**config.mk**
```make
export PLATFORM = sky130hd
export DESIGN_NAME = prog_mem_loader
export DESIGN_NICKNAME = d
export VERILOG_FILES = /design/src/rtl/prog_mem_pkg.sv /design/src/rtl/pm_ram.sv /design/src/rtl/prog_mem_loader.sv
export SDC_FILE = /design/constraint.sdc
export NUM_CORES = 2
export LEC_CHECK = 0
export ABC_CLOCK_PERIOD_IN_PS = 21000
export CORE_ASPECT_RATIO = 0.8
export CORE_MARGIN = 2
export CORE_UTILIZATION = 54
export CTS_BUF_LIST = sky130_fd_sc_hd__clkbuf_8
export DETAILED_ROUTE_END_ITERATION = 8
export GPL_ROUTABILITY_DRIVEN = 0
export PLACE_DENSITY = 0.71
export SLEW_MARGIN = 0
export SYNTH_ARGS = -nofsm -noshare
export SYNTH_HDL_FRONTEND = slang
export SYNTH_SLANG_ARGS = --single-unit
```
**constraint.sdc**
```tcl
create_clock -name clk -period 21 [get_ports clk]
set_clock_uncertainty 0.05 [all_clocks]
set_input_delay 2.1 -clock clk [delete_from_list [all_inputs] [get_ports clk]]
set_output_delay 2.1 -clock clk [all_outputs]
set_load 0.05 [all_outputs]
```
**src/rtl/prog_mem_pkg.sv**
```systemverilog
`default_nettype none
// ============================================================================
// Module      : prog_mem_pkg
// Description : Shared constants for the program memory loader: default
//               geometry and the mode/state encoding reported on `mode`.
// Revision    : 1.0 - initial release
// ============================================================================
package prog_mem_pkg;

  localparam int INST_W_DEF = 68;
  localparam int ADDR_W_DEF = 5;
  localparam int DEPTH_DEF  = 32;

  typedef logic [1:0] state_t;

  localparam state_t ST_IDLE = 2'd0;
  localparam state_t ST_LOAD = 2'd1;
  localparam state_t ST_RUN  = 2'd2;

endpackage
`default_nettype wire

```
**src/rtl/pm_ram.sv**
```systemverilog
`default_nettype none
// ============================================================================
// Module      : pm_ram
// Description : Simple dual-port memory, INST_W x DEPTH. Synchronous write
//               port (we/waddr/wdata) and synchronous read port
//               (re/raddr/rdata). No reset so it maps onto block RAM; the
//               read register holds its value while re is low.
// Ports       : clk; we, waddr, wdata; re, raddr, rdata
// Revision    : 1.0 - initial release
// ============================================================================
module pm_ram #(
  parameter int INST_W = 68,
  parameter int ADDR_W = 5,
  parameter int DEPTH  = 32
) (
  input  logic              clk,
  input  logic              we,
  input  logic [ADDR_W-1:0] waddr,
  input  logic [INST_W-1:0] wdata,
  input  logic              re,
  input  logic [ADDR_W-1:0] raddr,
  output logic [INST_W-1:0] rdata
);

  logic [INST_W-1:0] mem_q [DEPTH];
  logic [INST_W-1:0] rdata_q;

  always_ff @(posedge clk) begin
    if (we) mem_q[waddr] <= wdata;
    if (re) rdata_q <= mem_q[raddr];
  end

  assign rdata = rdata_q;

endmodule
`default_nettype wire

```
**src/rtl/prog_mem_loader.sv**
```systemverilog
`default_nettype none
// ============================================================================
// Module      : prog_mem_loader
// Description : Program memory with a sequential valid/ready loader, an
//               IDLE/LOAD/RUN mode FSM and a 1-cycle-latency fetch port with
//               stall hold and out-of-range detection.
// Ports       : clk, rst (async, active high)
//               load_start/load_len/load_valid/load_data -> load_ready/load_done
//               fetch_req/fetch_addr/fetch_stall -> fetch_gnt/fetch_valid/
//               fetch_inst/fetch_err
//               mode : 0 IDLE, 1 LOAD, 2 RUN
// Revision    : 1.0 - initial release
// ============================================================================
module prog_mem_loader
  import prog_mem_pkg::*;
#(
  parameter int                INST_W   = INST_W_DEF,
  parameter int                ADDR_W   = ADDR_W_DEF,
  parameter int                DEPTH    = DEPTH_DEF,
  parameter logic [INST_W-1:0] NOP_INST = '0
) (
  input  logic              clk,
  input  logic              rst,
  input  logic              load_start,
  input  logic [ADDR_W:0]   load_len,
  input  logic              load_valid,
  input  logic [INST_W-1:0] load_data,
  output logic              load_ready,
  output logic              load_done,
  input  logic              fetch_req,
  input  logic [ADDR_W-1:0] fetch_addr,
  output logic              fetch_gnt,
  input  logic              fetch_stall,
  output logic              fetch_valid,
  output logic [INST_W-1:0] fetch_inst,
  output logic              fetch_err,
  output logic [1:0]        mode
);

  localparam logic [ADDR_W:0] c_depth = (ADDR_W+1)'(DEPTH);
  localparam logic [ADDR_W:0] c_one   = (ADDR_W+1)'(1);

  state_t            state_q, state_d;
  logic [ADDR_W:0]   len_q, len_d;
  logic [ADDR_W:0]   wr_ptr_q, wr_ptr_d;
  logic              load_done_q, load_done_d;
  logic              fetch_valid_q, fetch_valid_d;
  logic              fetch_err_q, fetch_err_d;

  logic [ADDR_W:0]   len_clamped;
  logic              write_en;
  logic              load_finish;
  logic              in_run;
  logic              addr_oob;
  logic              hold;
  logic [INST_W-1:0] ram_rdata;

  assign len_clamped = (load_len > c_depth) ? c_depth : load_len;
  // A restart request takes priority over any word offered in the same cycle.
  assign write_en    = (state_q == ST_LOAD) && load_valid && !load_start && (wr_ptr_q < len_q);
  // Session ends on the last write, or immediately when the length is zero.
  assign load_finish = (state_q == ST_LOAD) && !load_start &&
                       ((len_q == '0) || (write_en && (wr_ptr_q == (len_q - c_one))));
  assign in_run      = (state_q == ST_RUN);
  assign addr_oob    = ({1'b0, fetch_addr} >= c_depth);
  assign hold        = fetch_valid_q && fetch_stall;

  // ---------------------------------------------------------------- state reg
  always_ff @(posedge clk or posedge rst) begin
    if (rst) state_q <= ST_IDLE;
    else     state_q <= state_d;
  end

  // ---------------------------------------------------------- next-state comb
  always_comb begin
    state_d = state_q;
    case (state_q)
      ST_IDLE: if (load_start) state_d = ST_LOAD;
      ST_LOAD: begin
        if (load_start)       state_d = ST_LOAD;
        else if (load_finish) state_d = ST_RUN;
      end
      ST_RUN:  if (load_start) state_d = ST_LOAD;
      default: state_d = ST_IDLE;
    endcase
  end

  // -------------------------------------------------------------- output comb
  always_comb begin
    load_ready = (state_q == ST_LOAD);
    mode       = state_q;
    fetch_gnt  = fetch_req && in_run && !load_start && !hold;
  end

  // ------------------------------------------------------------ datapath comb
  always_comb begin
    len_d         = len_q;
    wr_ptr_d      = wr_ptr_q;
    load_done_d   = load_finish;
    fetch_valid_d = 1'b0;
    fetch_err_d   = 1'b0;

    if (load_start) begin
      len_d    = len_clamped;
      wr_ptr_d = '0;
    end else if (write_en) begin
      wr_ptr_d = wr_ptr_q + c_one;
    end

    if (fetch_gnt) begin
      fetch_valid_d = 1'b1;
      fetch_err_d   = addr_oob;
    end else if (hold && in_run && !load_start) begin
      fetch_valid_d = fetch_valid_q;
      fetch_err_d   = fetch_err_q;
    end
  end

  always_ff @(posedge clk or posedge rst) begin
    if (rst) begin
      len_q         <= '0;
      wr_ptr_q      <= '0;
      load_done_q   <= 1'b0;
      fetch_valid_q <= 1'b0;
      fetch_err_q   <= 1'b0;
    end else begin
      len_q         <= len_d;
      wr_ptr_q      <= wr_ptr_d;
      load_done_q   <= load_done_d;
      fetch_valid_q <= fetch_valid_d;
      fetch_err_q   <= fetch_err_d;
    end
  end

  // The RAM read register only updates on a grant, so it naturally holds the
  // stalled instruction; out-of-range and idle cycles are masked to NOP here.
  pm_ram #(
    .INST_W (INST_W),
    .ADDR_W (ADDR_W),
    .DEPTH  (DEPTH)
  ) u_ram (
    .clk   (clk),
    .we    (write_en),
    .waddr (wr_ptr_q[ADDR_W-1:0]),
    .wdata (load_data),
    .re    (fetch_gnt && !addr_oob),
    .raddr (fetch_addr),
    .rdata (ram_rdata)
  );

  assign load_done   = load_done_q;
  assign fetch_valid = fetch_valid_q;
  assign fetch_err   = fetch_err_q;
  assign fetch_inst  = (fetch_valid_q && !fetch_err_q) ? ram_rdata : NOP_INST;

endmodule
`default_nettype wire

```
==> results.cfg <==
[outcome]
status = completed

[synth]
synth_area_leaders = edfxtp_1, mux4_2, mux2i_1, mux2_2, and2_1
synth_top_area_frac = 0.782
synth_nets = 3650
yosysSeqAreaShare = 0.787
ys_types = 41
syn-instance-count = 3554
synth_seq_cells = 2260
yosysWarnings = 0
avgSynthCellArea_um2 = 24.2
synth_top_area_cell = edfxtp_1
post_synth_instance_area_um2 = 86200

[sta]
worst_pin_slew_ns = 1.38
fin_setup_tns_ns = 0
max_slew_margin = 0.0780
hold_viol_final = 0
fin_crit_sh = 0.334
setup_viol = 0
rsz0062_at_grt = false
hold_ws_ns = 0.547
finalCriticalPeriod_ns = 7.01
slew_viol_final = 0
clock.fmax_mhz = 143

[floorplan]
ioPinCount = 160
rows = 131
core_area_um2 = 159000
die_y_um = 361
die-area_um2 = 163000
dieWidth_um = 451
initial_core_util = 0.542

[route]
wl_um = 199000
ant_nets = 0
drt_iter0_drc = 5361
wl_per_cell_um = 31.5
viasPerCell = 6.36
first_pass_iters = 6
vias = 40300
drc = 0

[global_routing]
grt_overflow = 0
grt_pass1_vias = 40900
grt_max_degree = 132
antenna_found_initial = 9
grtUsageTotal = 0.247
grt_pass1_wl_um = 288000

[layout]
drive_gt1_frac = 0.288
final_area_um2 = 96400
area.growth.synth_to_final_pct = 11.9
fin_util = 0.607
layout.nets = 4056
regArea_um2 = 67800
final_common_cell = edfxtp_1
multiInputGateArea_um2 = 17700
final_cell_mix = edfxtp_1, mux4_2, clkbuf_8, clkdlybuf4s50_1, inv_1
fillers = 10800

[worst_setup_path]
r2r_cells = 7
cp_num_buf_inv = 2
reg2reg_slack_ns = 15.72
critical_path_arrival_ns = 4.86
cp-startpoint = load_start
worst_path_max_delay_cell = clkdlybuf4s50_1
worstSetupPathType = in2out
cp_top_family = buffers and inverters
rr_endpoint = u_ram.mem_q[6][47]$_DFFE_PP_
crit_end = fetch_gnt
startpoint_type = primary input
timing.rr.start = wr_ptr_q[2]$_DFFE_PP0P_
crit_chain = clkdlybuf4s50_1 -> nor3b_1 -> and3_4 -> clkdlybuf4s50_1
path_depth = 4
cp-end-kind = primary output
cp_max_fo = 23
cp_common_cell = clkdlybuf4s50_1
required_ns = 18.85
slowest_delay_ns = 0.90

[power]
peakVddDrop_mv = 0.0697
power_w = 0.00860
cellLeakagePower_nw = 30.4
pwr_density_cell_nw_per_um2 = 89.2

[placed_design]
dp.final_hpwl_um = 103000
dpl_cell_area_um2 = 90500
numPortBuffers = 158

[clocking]
cts_sinks = 2260
clockBufferDepth = 4
clk_latency_ns = 1.01
post_cts_buffers = 0
cts.clk_slew.worst_paths_ns = 0.06
cts_tree = yes
ctsHoldBuffers = 0
cts_root_buf = clkbuf_8
numCtsBuffers = 344
ctsResizeCount = 0
h-tree-depth = 5

[flow_run]
drv_cap = 0

[hold_path]
min_path_type = reg2reg
-- synth_stat cells, drive strengths merged --
cell       n
mux2i     87
or4        2
o211a      1
dfrtp     16
conb       1
edfxtp  2244
or3        1
a211o      1
ha        11
and2      70
nor2      32
nor3b      1
o21ai      3
o21bai     1
xnor2      8
nor2b     19
nand4      2
a21o      16
a21oi     20
buf      115
a31o       1
o22ai     41
nor4       2
inv       10
nand3      4
a221oi    19
clkbuf    77
mux4     610
and3       4
or4b       2
nand2     19
nor3      16
mux2      71
xor2       3
or2        2
a211oi    16
nand2b     6
-- stage by stage --
step           setup slack, ns  cells
2_1_floorplan            12.30   3554
3_3_place_gp             12.82   5741
3_5_place_dp             12.78   5741
4_1_cts                  13.89   6336
5_1_grt                  13.53   6339
6_report                 13.99   6341
-- cell families after synthesis --
logic type / Yosys count / synth area share
flops: 2260 / 0.787
mux: 768 / 0.179
buf+inv: 202 / 0.0107
simple gates: 182 / 0.0116
compound gates: 119 / 0.00944
fa+ha+maj: 11 / 0.00160
xor+xnor: 11 / 0.00112
other cells: 1 / 0.0000435
-- worst reg2reg max path, cell delays in order (launching register included) --
cell and delay, ns:
dfrtp_1 1.06, ha_1 0.39, and3_1 0.18, o211a_1 0.20
nor3_2 0.53, nand2_1 0.39, nor2_4 1.10, buf_4 0.95
-- metal layers --
layer	global-route usage	part of all wire	wire length, µm
met5	0	0.00019	38
met4	0.0733	0.022	4430
met3	0.0469	0.089	17700
met2	0.374	0.47	93800
met1	0.371	0.42	83500
-- power by group --
| part | internal [W] | switching, W |
|---|---|---|
| Clock | 0.00159 | 0.00162 |
| Combinational | 0.000171 | 0.000233 |
| Sequential | 0.00498 | 0.00000655 |
-- registers in the layout, indices dropped and copies added (netlist names) --
register and count:
u_ram.mem_q 2176, u_ram.rdata 68, len_q 6, wr_ptr_q 6, mode 2, fetch_valid 1
load_done 1
-- worst min path at each step --
stage	start	endpoint	slack (ns)	cells after the start
floorplan	len_q[5]$_DFFE_PP0P_	len_q[5]$_DFFE_PP0P_	0.50	2
global placement	len_q[5]$_DFFE_PP0P_	len_q[5]$_DFFE_PP0P_	0.54	2
detailed placement	len_q[5]$_DFFE_PP0P_	len_q[5]$_DFFE_PP0P_	0.54	2
CTS	len_q[5]$_DFFE_PP0P_	len_q[5]$_DFFE_PP0P_	0.55	2
global route	len_q[5]$_DFFE_PP0P_	len_q[5]$_DFFE_PP0P_	0.60	2
finish	len_q[5]$_DFFE_PP0P_	len_q[5]$_DFFE_PP0P_	0.55	2
-- layout make-up --
type,instances,share of cell area
sequential,2260,0.703
clock buffer,350,0.0500
clock inverter,245,0.0114
inverter,10,0.000389
antenna,4,0.000104
tap,2128,0.0276
timing repair buffer,252,0.0242
multi-input combinational,1092,0.183
(Power assumes the default switching activity.)
